`config.mk`:
```
export PLATFORM = sky130hd
export DESIGN_NAME = cla_multiword_seq
export DESIGN_NICKNAME = d
export VERILOG_FILES = /design/src/rtl/cla_multiword_seq.sv
export SDC_FILE = /design/constraint.sdc
export NUM_CORES = 1
export LEC_CHECK = 0
export BUFFER_PORTS_ARGS = -buffer_cell sky130_fd_sc_hd__buf_2
export CAP_MARGIN = 20
export CORE_MARGIN = 8
export CORE_UTILIZATION = 25
export CTS_CLUSTER_DIAMETER = 30
export DETAILED_ROUTE_END_ITERATION = 12
export HOLD_SLACK_MARGIN = 0.06
export PLACE_DENSITY_LB_ADDON = 0.15
export SLEW_MARGIN = 20
export SYNTH_ARGS = -nofsm -noshare
export SYNTH_HDL_FRONTEND = slang
export SYNTH_SLANG_ARGS = --single-unit
```
`constraint.sdc`:
```
create_clock -name clk -period 2.2 [get_ports clk]
set_clock_uncertainty 0.2 [all_clocks]
set_input_delay 0.11 -clock clk [delete_from_list [all_inputs] [get_ports clk]]
set_output_delay 0.11 -clock clk [all_outputs]
set_load 0.01 [all_outputs]
```
`src/rtl/cla_multiword_seq.sv`:
```
// Multi-word add/subtract that time-shares one external CLA slice.
// Words are processed LSW first, and the carry between words passes through a register.
module cla_multiword_seq #(
  parameter int ADDER_SIZE = 16,
  parameter int NUM_WORDS  = 4
) (
  input  logic                              clk,
  input  logic                              rst,
  input  logic                              in_valid,
  output logic                              in_ready,
  input  logic [ADDER_SIZE*NUM_WORDS-1:0]   in_a,
  input  logic [ADDER_SIZE*NUM_WORDS-1:0]   in_b,
  input  logic                              in_cin,
  input  logic                              in_sub,
  output logic                              out_valid,
  input  logic                              out_ready,
  output logic [ADDER_SIZE*NUM_WORDS-1:0]   out_sum,
  output logic                              out_cout,
  output logic                              out_ovf,
  output logic                              busy,
  output logic [ADDER_SIZE-1:0]             add_a,
  output logic [ADDER_SIZE-1:0]             add_b,
  output logic                              add_cin,
  input  logic [ADDER_SIZE-1:0]             add_sum,
  input  logic                              add_cout
);

  localparam int W     = ADDER_SIZE * NUM_WORDS;
  localparam int CNT_W = (NUM_WORDS > 1) ? $clog2(NUM_WORDS) : 1;
  localparam logic [CNT_W-1:0] LAST = CNT_W'(NUM_WORDS - 1);

  typedef enum logic [1:0] {IDLE, RUN, DONE} state_t;

  state_t                               state_q, state_d;
  logic [NUM_WORDS-1:0][ADDER_SIZE-1:0] a_q, a_d, b_q, b_d, sum_q, sum_d;
  logic [CNT_W-1:0]                     cnt_q, cnt_d;
  logic                                 carry_q, carry_d;
  logic                                 out_valid_q, out_valid_d;
  logic [W-1:0]                         out_sum_q, out_sum_d;
  logic                                 out_cout_q, out_cout_d;
  logic                                 out_ovf_q, out_ovf_d;
  logic                                 busy_q, busy_d;

  always_comb begin
    state_d     = state_q;
    a_d         = a_q;
    b_d         = b_q;
    sum_d       = sum_q;
    cnt_d       = cnt_q;
    carry_d     = carry_q;
    out_valid_d = out_valid_q;
    out_sum_d   = out_sum_q;
    out_cout_d  = out_cout_q;
    out_ovf_d   = out_ovf_q;
    add_a       = '0;
    add_b       = '0;
    add_cin     = 1'b0;

    unique case (state_q)
      IDLE: begin
        if (in_valid) begin
          a_d     = in_a;
          b_d     = in_sub ? ~in_b : in_b;
          carry_d = in_cin ^ in_sub;
          cnt_d   = '0;
          state_d = RUN;
        end
      end
      RUN: begin
        add_a        = a_q[cnt_q];
        add_b        = b_q[cnt_q];
        add_cin      = carry_q;
        sum_d[cnt_q] = add_sum;
        carry_d      = add_cout;
        cnt_d        = cnt_q + CNT_W'(1);
        if (cnt_q == LAST) state_d = DONE;
      end
      DONE: begin
        // Outputs register one cycle after entering DONE; the handshake only counts once they are visible.
        if (out_valid_q && out_ready) begin
          out_valid_d = 1'b0;
          state_d     = IDLE;
        end else begin
          out_valid_d = 1'b1;
          out_sum_d   = sum_q;
          out_cout_d  = carry_q;
          out_ovf_d   = (a_q[NUM_WORDS-1][ADDER_SIZE-1] == b_q[NUM_WORDS-1][ADDER_SIZE-1]) &&
                        (sum_q[NUM_WORDS-1][ADDER_SIZE-1] != a_q[NUM_WORDS-1][ADDER_SIZE-1]);
        end
      end
      default: state_d = IDLE;
    endcase

    busy_d = (state_d != IDLE);
  end

  always_ff @(posedge clk) begin
    if (rst) begin
      state_q     <= IDLE;
      a_q         <= '0;
      b_q         <= '0;
      sum_q       <= '0;
      cnt_q       <= '0;
      carry_q     <= 1'b0;
      out_valid_q <= 1'b0;
      out_sum_q   <= '0;
      out_cout_q  <= 1'b0;
      out_ovf_q   <= 1'b0;
      busy_q      <= 1'b0;
    end else begin
      state_q     <= state_d;
      a_q         <= a_d;
      b_q         <= b_d;
      sum_q       <= sum_d;
      cnt_q       <= cnt_d;
      carry_q     <= carry_d;
      out_valid_q <= out_valid_d;
      out_sum_q   <= out_sum_d;
      out_cout_q  <= out_cout_d;
      out_ovf_q   <= out_ovf_d;
      busy_q      <= busy_d;
    end
  end

  assign in_ready  = (state_q == IDLE);
  assign out_valid = out_valid_q;
  assign out_sum   = out_sum_q;
  assign out_cout  = out_cout_q;
  assign out_ovf   = out_ovf_q;
  assign busy      = busy_q;

endmodule

```
==> impl_metrics.csv <==
group,metric,value,unit
layout,fin_cells,2359,
timing,setup_slack,-0.0582,ns
timing,finalSetupTns,-1.26,ns
run_status,failed_checks,"negative setup slack",
worst_setup_path,rr_worst_depth,4,
routing,viasPerCell,4.49,
timing,period_needed,2.26,ns
power_and_ir_drop,ir_drop,0.491,mV
clock_network,htree_num_levels,3,
timing,hold_viol_final,0,
worst_setup_path,path_max_fanout,8,
place,place_congestion,0.737,
floorplanning,row_count,76,
place,portBuffers,252,
routing,vias,10581,
floorplanning,pin_count,253,
power_and_ir_drop,powerDensity,1010,nW/um^2
clock_network,path_clk_slew,0.04,ns
worst_setup_path,critPathLaunch,"cnt_q[0]$_SDFFE_PP0P_",
layout,area_growth,64.3,%
grt,grt_max_degree,69,
routing,drtIter0Drc,490,
floorplanning,die_area,50700,sq um
place,pre_cts_ws,0.346,ns
worst_setup_path,startpoint_type,"flop",
floorplanning,die_h,225,um
logic_synthesis,avgSynthCellArea,8.64,sq um
power_and_ir_drop,p_leak,7.05,nW
place,dpl_cell_area,13000,sq um
logic_synthesis,syn_inst,1265,
worst_setup_path,r2r-end,"carry_q$_SDFFE_PP0P_",
grt,grt_pass1_wl,62900,um
grt,grt_use_total,0.155,
floorplanning,die_w,225,um
worst_setup_path,ff2ff_setup_slack,0.18,ns
run_status,status,"finished with violations",
worst_setup_path,crit_end,"add_a[15]",
layout,drive_gt1_frac,0.279,
layout,nFillCells,4279,
layout,stdcell_area,18000,sq um
timing,max_slew.worst_pin.slew,0.582,ns
timing,relSlewSlack,0.612,
floorplanning,core_area,43100,sq um
timing,timing.final.crit_share,1.03,
routing,ant_nets,0,
min_path,hold_path.class,"in -> reg",
flow_run,cap_viol_max_count,0,
routing,wirelength,39500,um
logic_synthesis,synth_warnings,0,
logic_synthesis,yosysUniqueCellTypes,29,
floorplanning,start_util,0.254,
routing,drc,0,
routing,drt-pass1-iter-count,5,
routing,post_drt_wl_per_cell,16.8,um
clock_network,clkLatencyLatePin,0.57,ns
clock_network,clock_path_buffers,3,
layout,final_util,0.417,
logic_synthesis,syn_area,10900,sq um
timing,rsz0062_at_grt,"true",
timing,whs,0.101,ns
grt,antenna_found_initial,3,
logic_synthesis,yosysSeqAreaShare,0.485,
worst_setup_path,worstSetupEndpointType,"primary output",
clock_network,cts_buffers,73,
worst_setup_path,worst_ep_required_time,1.89,ns
clock_network,cts_tree,"yes",
timing,finalSetupViolations,32,
grt,grt_overflow,0,
power_and_ir_drop,design_power_total,18.2,mW
logic_synthesis,yosys_register_bits,265,
layout,nNetsFinal,1865,
timing,slew_violations,0,
logic_synthesis,synth_fp_nets,1420,
place,dp_hpwl,25200,um
worst_setup_path,rr_startpoint,"state_q[1]$_SDFF_PP0_",
clock_network,cts.sinks,265,
worst_setup_path,worstSetupPathType,"reg -> out",
grt,first_global_vias,11356,
clock_network,cts_root_buffer,"clkbuf_16",
place,numPlacedInstances,2019,
timing,fmax,0.443,GHz
worst_setup_path,arrival,1.95,ns
==> placed cells by master (no fill, tap or decap), types with 64 or more instances in the layout <==
master and instances:
buf_2 221, o21ai_0 65, nand3_1 65, a211oi_1 66, dlygate4sd3_1 198, a21oi_1 196
nor2_1 71, dfxtp_1 262, xnor2_1 64, nand2_1 257, clkbuf_16 75
==> synth_stat cells <==
| cell type | count | area share |
|---|---|---|
| dfxtp_1 | 265 | 0.49 |
| nand2_1 | 258 | 0.089 |
| a21oi_1 | 196 | 0.090 |
| nor2_1 | 71 | 0.024 |
| clkbuf_1 | 69 | 0.024 |
| a211oi_1 | 66 | 0.045 |
| nand3_1 | 65 | 0.030 |
| o21ai_0 | 65 | 0.030 |
| xnor2_1 | 64 | 0.051 |
| buf_2 | 42 | 0.019 |
| and2_1 | 33 | 0.019 |
| mux4_2 | 32 | 0.066 |
| buf_4 | 7 | 0.0048 |
| and3b_1 | 5 | 0.0040 |
| ha_1 | 4 | 0.0046 |
| inv_1 | 4 | 0.0014 |
| nand3b_1 | 4 | 0.0027 |
| nand2b_1 | 2 | 0.0011 |
| nor2b_1 | 2 | 0.0011 |
| nor3_1 | 2 | 0.00092 |
| a2111oi_0 | 1 | 0.00080 |
| a22oi_1 | 1 | 0.00069 |
| mux2i_1 | 1 | 0.00092 |
| nor3b_1 | 1 | 0.00069 |
| nor3b_2 | 1 | 0.0011 |
| nor4_1 | 1 | 0.00057 |
| o21bai_1 | 1 | 0.00069 |
| or3b_2 | 1 | 0.00080 |
| xor2_1 | 1 | 0.00080 |
==> worst min path at each step <==
stage	end	slack, ns	startpoint	cells after the start
after floorplan	a_q[0]$_SDFFE_PP0P_	0.05	in_a[0]	2
after global placement	a_q[10]$_SDFFE_PP0P_	0.15	in_a[10]	3
after detailed placement	a_q[60]$_SDFFE_PP0P_	0.16	in_a[60]	3
after CTS	b_q[26]$_SDFFE_PP0P_	0.06	in_sub	4
after global routing	b_q[26]$_SDFFE_PP0P_	0.11	in_sub	4
final	b_q[57]$_SDFFE_PP0P_	0.10	in_sub	4
==> power by group <==
group	internal [mW]	switching [mW]	total (mW)
clock	8.20	3.25	11.4
sequential	5.03	0.117	5.15
combinational	0.877	0.730	1.61
==> routing by layer <==
metal | routed length [um] | share of wire | global-route usage | up-vias
met5 | 0 | 0 | 0 | -
met2 | 18300 | 0.46 | 0.249 | 286
met3 | 2480 | 0.063 | 0.0476 | 72
met4 | 878 | 0.022 | 0.0542 | 0
li1 | - | - | - | 5247
met1 | 17900 | 0.45 | 0.196 | 4976
==> final cells by class <==
| class | instances | area [sq um] | area share |
|---|---|---|---|
| well taps | 585 | 732 | 0.0408 |
| clock inverters | 44 | 614 | 0.0342 |
| inverters | 4 | 15.0 | 0.000836 |
| repair buffers | 488 | 4010 | 0.223 |
| clock buffers | 92 | 2080 | 0.116 |
| multi-input cells | 878 | 5180 | 0.289 |
| flip-flops and latches | 265 | 5310 | 0.296 |
| diodes | 3 | 7.51 | 0.000418 |
==> flip-flops by register name, indices dropped and copies added (netlist names) <==
name       cells
out_sum       64
carry_q        1
state_q        2
out_ovf        1
out_valid      1
cnt_q          2
out_cout       1
busy           1
b_q           64
a_q           64
sum_q         64
==> critical path: stages, from the launching register on <==
cell,delay (ns)
dfxtp_4,0.41
buf_12,0.17
mux4_2,0.51
and2_4,0.17
buf_6,0.12
==> cell families (layout without fill, tap and decap cells) <==
| logic type | count (synthesis) | after routing | share of synthesized area |
|---|---|---|---|
| adders and majority gates | 4 | 4 | 0.00458 |
| xor gates and xnor gates | 65 | 65 | 0.0521 |
| DFF | 265 | 265 | 0.485 |
| buffers and inverters | 122 | 628 | 0.0491 |
| other | 0 | 3 | 0 |
| and+or+nand+nor | 446 | 446 | 0.175 |
| muxes | 33 | 33 | 0.0669 |
| AOI/OAI and AO/OA | 330 | 330 | 0.167 |
==> repair_timing <==
action | CTS | global route
resized for setup | 57 | 10
setup buffers | 3 | 0
gates cloned | 2 | 0
pin swaps | 8 | 0
endpoints found under the setup margin | 32 | 33
endpoints found under the hold margin | 225 | 0
hold buffers | 198 | 0
Power figures use the tool's default switching activity.
